`src/rtl/trdb_packet_streamer.sv`:
```
// trdb_packet_streamer: buffers whole trace packets, frames each with a
// {seq,len} header byte and serialises it onto a narrow valid/ready beat bus.
// Ports:
//   clk_i, rst_ni          clock, async active-low reset
//   valid_i/ready_o        packet input handshake (ready_o = FIFO not full)
//   payload_i              packet bytes, byte 0 in bits [7:0]
//   payload_length_i       payload byte count minus one
//   data_o/be_o            beat data and byte enables, lane 0 in bits [7:0]
//   valid_o/ready_i/last_o beat handshake, last_o marks final beat
//   drop_cnt_o             saturating count of packets dropped on full
//   seq_o                  sequence number of the next accepted packet
module trdb_packet_streamer #(
  parameter int unsigned PAYLOAD_W = 256,
  parameter int unsigned OUT_W     = 32,
  parameter int unsigned DEPTH     = 4
) (
  input  logic                 clk_i,
  input  logic                 rst_ni,
  input  logic                 valid_i,
  input  logic [PAYLOAD_W-1:0] payload_i,
  input  logic [4:0]           payload_length_i,
  output logic                 ready_o,
  output logic [OUT_W-1:0]     data_o,
  output logic [OUT_W/8-1:0]   be_o,
  output logic                 valid_o,
  output logic                 last_o,
  input  logic                 ready_i,
  output logic [15:0]          drop_cnt_o,
  output logic [2:0]           seq_o
);

  localparam int unsigned BPB    = OUT_W / 8;
  localparam int unsigned NB_MAX = PAYLOAD_W / 8 + 1;
  localparam int unsigned BEATS  = (NB_MAX + BPB - 1) / BPB;
  localparam int unsigned IDX_W  = (BEATS > 1) ? $clog2(BEATS) : 1;
  localparam int unsigned FRM_W  = BEATS * OUT_W;
  localparam int unsigned PTR_W  = $clog2(DEPTH);

  localparam logic [PTR_W:0] PTR_ONE = 1;
  localparam logic [IDX_W-1:0] IDX_ONE = 1;

  typedef enum logic {
    IDLE,
    SEND
  } state_e;

  state_e state_q, state_d;

  logic [IDX_W-1:0] idx_q, idx_d;
  logic [PTR_W:0]   wr_ptr_q, rd_ptr_q;
  logic [PTR_W:0]   count_w;
  logic [2:0]       seq_q;
  logic [15:0]      drop_q;

  logic [PAYLOAD_W-1:0] pay_q [DEPTH];
  logic [4:0]           len_q [DEPTH];
  logic [2:0]           sq_q  [DEPTH];

  logic full, empty;
  logic push, drop, pop;
  logic fire, is_last;

  logic [PAYLOAD_W-1:0] head_pay;
  logic [4:0]           head_len;
  logic [2:0]           head_seq;
  logic [7:0]           hdr;
  logic [FRM_W-1:0]     framed;

  assign count_w = wr_ptr_q - rd_ptr_q;
  assign empty   = (wr_ptr_q == rd_ptr_q);
  // Same slot index with differing wrap bits means full.
  assign full    = (wr_ptr_q[PTR_W] != rd_ptr_q[PTR_W]) &&
                   (wr_ptr_q[PTR_W-1:0] == rd_ptr_q[PTR_W-1:0]);

  assign ready_o    = !full;
  assign push       = valid_i && !full;
  assign drop       = valid_i && full;
  assign seq_o      = seq_q;
  assign drop_cnt_o = drop_q;

  assign head_pay = pay_q[rd_ptr_q[PTR_W-1:0]];
  assign head_len = len_q[rd_ptr_q[PTR_W-1:0]];
  assign head_seq = sq_q[rd_ptr_q[PTR_W-1:0]];
  assign hdr      = {head_seq, head_len};
  assign framed   = FRM_W'({head_pay, hdr});

  assign fire    = valid_o && ready_i;
  // Last stream byte index is len+1; its beat is the final one.
  assign is_last = (int'(idx_q) ==
                    (int'(head_len) + 1) / int'(BPB));

  // Packet storage carries no reset; validity lives in the pointers.
  always_ff @(posedge clk_i) begin
    if (push) begin
      pay_q[wr_ptr_q[PTR_W-1:0]] <= payload_i;
      len_q[wr_ptr_q[PTR_W-1:0]] <= payload_length_i;
      sq_q[wr_ptr_q[PTR_W-1:0]]  <= seq_q;
    end
  end

  always_ff @(posedge clk_i or negedge rst_ni) begin
    if (!rst_ni) begin
      state_q  <= IDLE;
      idx_q    <= '0;
      wr_ptr_q <= '0;
      rd_ptr_q <= '0;
      seq_q    <= '0;
      drop_q   <= '0;
    end else begin
      state_q <= state_d;
      idx_q   <= idx_d;
      if (push) begin
        wr_ptr_q <= wr_ptr_q + PTR_ONE;
        seq_q    <= seq_q + 3'd1;
      end
      if (pop) begin
        rd_ptr_q <= rd_ptr_q + PTR_ONE;
      end
      if (drop && (drop_q != 16'hFFFF)) begin
        drop_q <= drop_q + 16'd1;
      end
    end
  end

  // Entering SEND on a push lets the first beat show one cycle
  // after acceptance even though valid_o comes from state.
  always_comb begin
    state_d = state_q;
    idx_d   = idx_q;
    pop     = 1'b0;
    unique case (state_q)
      IDLE: begin
        if (!empty || push) begin
          state_d = SEND;
          idx_d   = '0;
        end
      end
      SEND: begin
        if (fire) begin
          if (is_last) begin
            pop   = 1'b1;
            idx_d = '0;
            if ((|count_w[PTR_W:1]) || push) begin
              state_d = SEND;
            end else begin
              state_d = IDLE;
            end
          end else begin
            idx_d = idx_q + IDX_ONE;
          end
        end
      end
      default: begin
        state_d = IDLE;
        idx_d   = '0;
      end
    endcase
  end

  // Beat is built from the head and index, both frozen while stalled,
  // so the hold rule falls out without an output register.
  always_comb begin
    valid_o = 1'b0;
    last_o  = 1'b0;
    data_o  = '0;
    be_o    = '0;
    if (state_q == SEND) begin
      valid_o = 1'b1;
      last_o  = is_last;
      for (int j = 0; j < int'(BPB); j++) begin
        if (int'(idx_q) * int'(BPB) + j <= int'(head_len) + 1) begin
          data_o[j*8 +: 8] =
            framed[(int'(idx_q) * int'(BPB) + j) * 8 +: 8];
          be_o[j] = 1'b1;
        end
      end
    end
  end

endmodule

```
`config.mk`:
```
export PLATFORM = sky130hd
export DESIGN_NAME = trdb_packet_streamer
export DESIGN_NICKNAME = d
export VERILOG_FILES = /design/src/rtl/trdb_packet_streamer.sv
export SDC_FILE = /design/constraint.sdc
export NUM_CORES = 1
export LEC_CHECK = 0
export ABC_CLOCK_PERIOD_IN_PS = 8600
export BUFFER_PORTS_ARGS = -buffer_cell sky130_fd_sc_hd__buf_2
export CAP_MARGIN = 20
export CORE_ASPECT_RATIO = 1.1
export CORE_UTILIZATION = 54
export CTS_CLUSTER_DIAMETER = 40
export DETAILED_ROUTE_END_ITERATION = 8
export GPL_TIMING_DRIVEN = 0
export PLACE_DENSITY = 0.77
export SETUP_SLACK_MARGIN = 0.02
export SLEW_MARGIN = 5
export SYNTH_ARGS = -nofsm -noshare
export SYNTH_HDL_FRONTEND = slang
export SYNTH_SLANG_ARGS = --single-unit
```
`constraint.sdc`:
```
create_clock -name clk_i -period 8.6 [get_ports clk_i]
set_input_delay 0 -clock clk_i [delete_from_list [all_inputs] [get_ports clk_i]]
set_output_delay 0 -clock clk_i [all_outputs]
set_load 0.01 [all_outputs]
```
==> out/results.txt <==
CTS tree: built
Commonest cells after routing, fill and taps aside: 1056 x edfxtp_1, 354 x mux2i_1, 352 x buf_2
Layout area overhead: 24.0%
Root Driver: clkbuf_16
GRT overflow: 0
Unrepaired setup endpoints after global routing: false
Final-stage net count: 3292
WS Path Type: reg -> out
Routed length per instance: 27.1 µm
Crit path max fanout: 10
Largest net degree at the start of global routing: 56
Vias in the first global route: 25893
Simple-gate share of the synthesized area: 2.88%
Initial antenna violation count: 37
Total of max-cap violations: 0
Core area: 77900 µm²
Seq/Total Area, Yosys: 75.9%
Mux contribution to synthesized area: 14.0%
Global Route Usage Sum: 27.8%
Seq cells post-synth: 1086
Worst vdd ir: 0.194 mV
Post-synthesis adder-cell area fraction: 0.632%
Worst reg2reg endpoint: pay_q[0][72]
GPL Wtd Cong: 0.901
Worst setup endpoint: data_o[31]
Critical Path RT: 8.60 ns
Netlist cell types: 56
Post-CTS setup buffer count: 0
Worst-Margin Slew: 0.960 ns
CTS-repair resized insts: 0
Crit end category: output port
Final period util: 64.2%
Post-Syn Instances: 2276
XOR/XNOR Fraction of Synth Area: 0.491%
Largest family of logic cells by synthesized area: multiplexers
DRC viols: 0
Post-DP HPWL: 73400 µm
Placed instance count: 3655
First-pass GRT wire length: 164000 µm
Die height: 297 µm
Ys Warns: 0
Reg2Reg Launch Point: rd_ptr_q[1]
Chip Width: 270 µm
Row cnt: 107
Num Clock Sinks: 1086
Net Count, Synth: 2562
Slew margin rel.: 36.0%
Leakage Power: 18.8 nW
Final WL: 113000 µm
Post-Place Worst Slack: 3.88 ns
Post-synth EDFFs: 1056
Critical Path Start: rd_ptr_q[1]
Initial core utilization: 54.9%
Avg Synthesized Cell Area: 18.8 µm²
Status: finished, final reports clean
Clock buffer count from CTS: 118
Layout cells sized above 1: 23.9%
Via density: 6.05
Hold_ws: 0.0471 ns
Top FF cell, synth: edfxtp_1
Latest clock arrival within the worst-skew pair: 0.71 ns
CTS Hold Bufs: 266
Violation count after the first detailed-route iteration: 3026
Final slew viol count: 0
Final Hold Fails: 0
Cell Area, Synth: 42800 µm²
I/O Pins: 323
Fin crit period: 5.52 ns
Via count: 25251
Startpoint Class: flop
Commonest non-fill, non-tap cell in the layout: edfxtp_1
Htree depth: 3
WP data arrival: 5.52 ns
Reg2Reg Setup Slack: 4.40 ns
Clk buf depth: 3
R2r worst-path depth: 12
Die area: 80300 µm²
Compound-Gate Fraction of Synth Area: 4.26%
Fmax: 181 MHz
Pwr/cell area: 365 nW/µm²
Drt pass-1 iters: 5
Port Buf Inserts: 322
Post-route ant nets: 0
Endpoints failing setup: 0
PnR worst setup slack: 3.08 ns
Ys async rst share: 2.76%
Clk pin slew, worst setup/hold paths: 0.07 ns
Clk_skew: 0.0433 ns
Hold Path Class: in -> reg
Layout Cells excl Fill: 4172
[cells in the mapped netlist, types with 8 or more instances]
master	number	area share, %
mux4_1	9	0.55
edfxtp_1	1056	74
buf_6	8	0.21
xnor2_1	17	0.35
mux2_2	42	1.1
dfrtp_1	30	1.8
a22oi_1	90	1.6
buf_2	30	0.35
clkbuf_1	31	0.27
nand2_1	129	1.1
buf_1	19	0.17
mux2i_1	354	8.3
nand3_1	82	0.96
o21ai_0	9	0.11
a41oi_1	24	0.49
mux4_2	77	4.1
buf_4	34	0.60
a21oi_1	84	0.98
ha_1	20	0.59
inv_1	8	0.070
[cell type report]
class                   count  area [µm²]
fillers                  4902       24900
repair buffers            610        4870
plain buffers             126         753
inverters                   9        33.8
well taps                1035        1290
clock inverters            89         900
flip-flops and latches   1086       32500
diodes                     30        75.1
clock buffers             132        3090
multi-input cells        1055        9540
[registers in the layout, indices dropped and copies added, names as in the netlist]
signal,count
rd_ptr_q,3
seq_o,3
idx_q,4
len_q,20
sq_q,12
state_q,1
drop_cnt_o,16
pay_q,1024
wr_ptr_q,3
[cell families (layout without fill, tap and decap cells)]
logic type / Yosys count / in the layout
XOR/XNOR: 24 / 24
other: 0 / 30
AND/OR/NAND/NOR: 264 / 264
buffers and inverters: 135 / 966
adder cells (fa/ha/maj): 21 / 21
flip-flops: 1086 / 1086
AO/OA/AOI/OAI: 264 / 264
multiplexers: 482 / 482
[metrics by stage]
| stage | total power [mW] | setup TNS, ns | util [%] | instance area [µm²] |
|---|---|---|---|---|
| 2_1_floorplan | 11.8 | 0 | - | 42800 |
| 3_3_place_gp | 14.4 | -5458.62 | 58.6 | 45700 |
| 3_5_place_dp | 14.1 | 0 | 59.4 | 46300 |
| 4_1_cts | 19.3 | 0 | 68.0 | 52900 |
| 5_1_grt | 20.0 | 0 | 68.0 | 53000 |
| 6_report | 19.4 | 0 | 68.1 | 53000 |
[power by group]
group | total [mW] | leakage [nW] | switching, mW | internal, mW
Clock | 5.07 | 1.93 | 2.14 | 2.93
Combinational | 6.87 | 6.78 | 4.35 | 2.52
Sequential | 7.42 | 10.1 | 0.309 | 7.11
Total | 19.4 | 18.8 | 6.80 | 12.6
[worst min-delay path by stage]
stage / startpoint / endpoint / slack [ns] / cells past startpoint
floorplan: rst_ni / drop_cnt_o[0] / -0.30 / 0
global placement: rst_ni / seq_o[1] / 0.08 / 1
detailed placement: rst_ni / seq_o[2] / 0.11 / 1
CTS: payload_i[157] / pay_q[1][157] / 0.01 / 2
global route: payload_i[22] / pay_q[1][22] / 0.06 / 2
finish: payload_i[106] / pay_q[2][106] / 0.05 / 2
[layer usage]
| metal | global-route usage, % | wire length (µm) | share of wire [%] |
|---|---|---|---|
| met2 | 45.5 | 55100 | 49 |
| met4 | 11.8 | 4650 | 4.1 |
| met5 | 0 | 143 | 0.13 |
| met1 | 36.3 | 43200 | 38 |
| met3 | 5.48 | 10000 | 8.9 |
[worst max-delay path, cell delays in order (launching register included)]
cell and delay [ns]:
dfrtp_1 0.39, buf_4 0.21, buf_6 0.17, buf_2 0.33
mux2i_1 0.15, a21oi_1 0.48, ha_1 0.28, nand3_1 0.09
xor2_1 0.16, ha_1 0.32, and4_1 0.29, and2_1 0.14
clkbuf_1 0.26, a32o_1 0.23, nand2b_1 0.07, buf_1 0.33
nor3_1 0.67, buf_2 0.25
(Power assumes the default switching activity.)
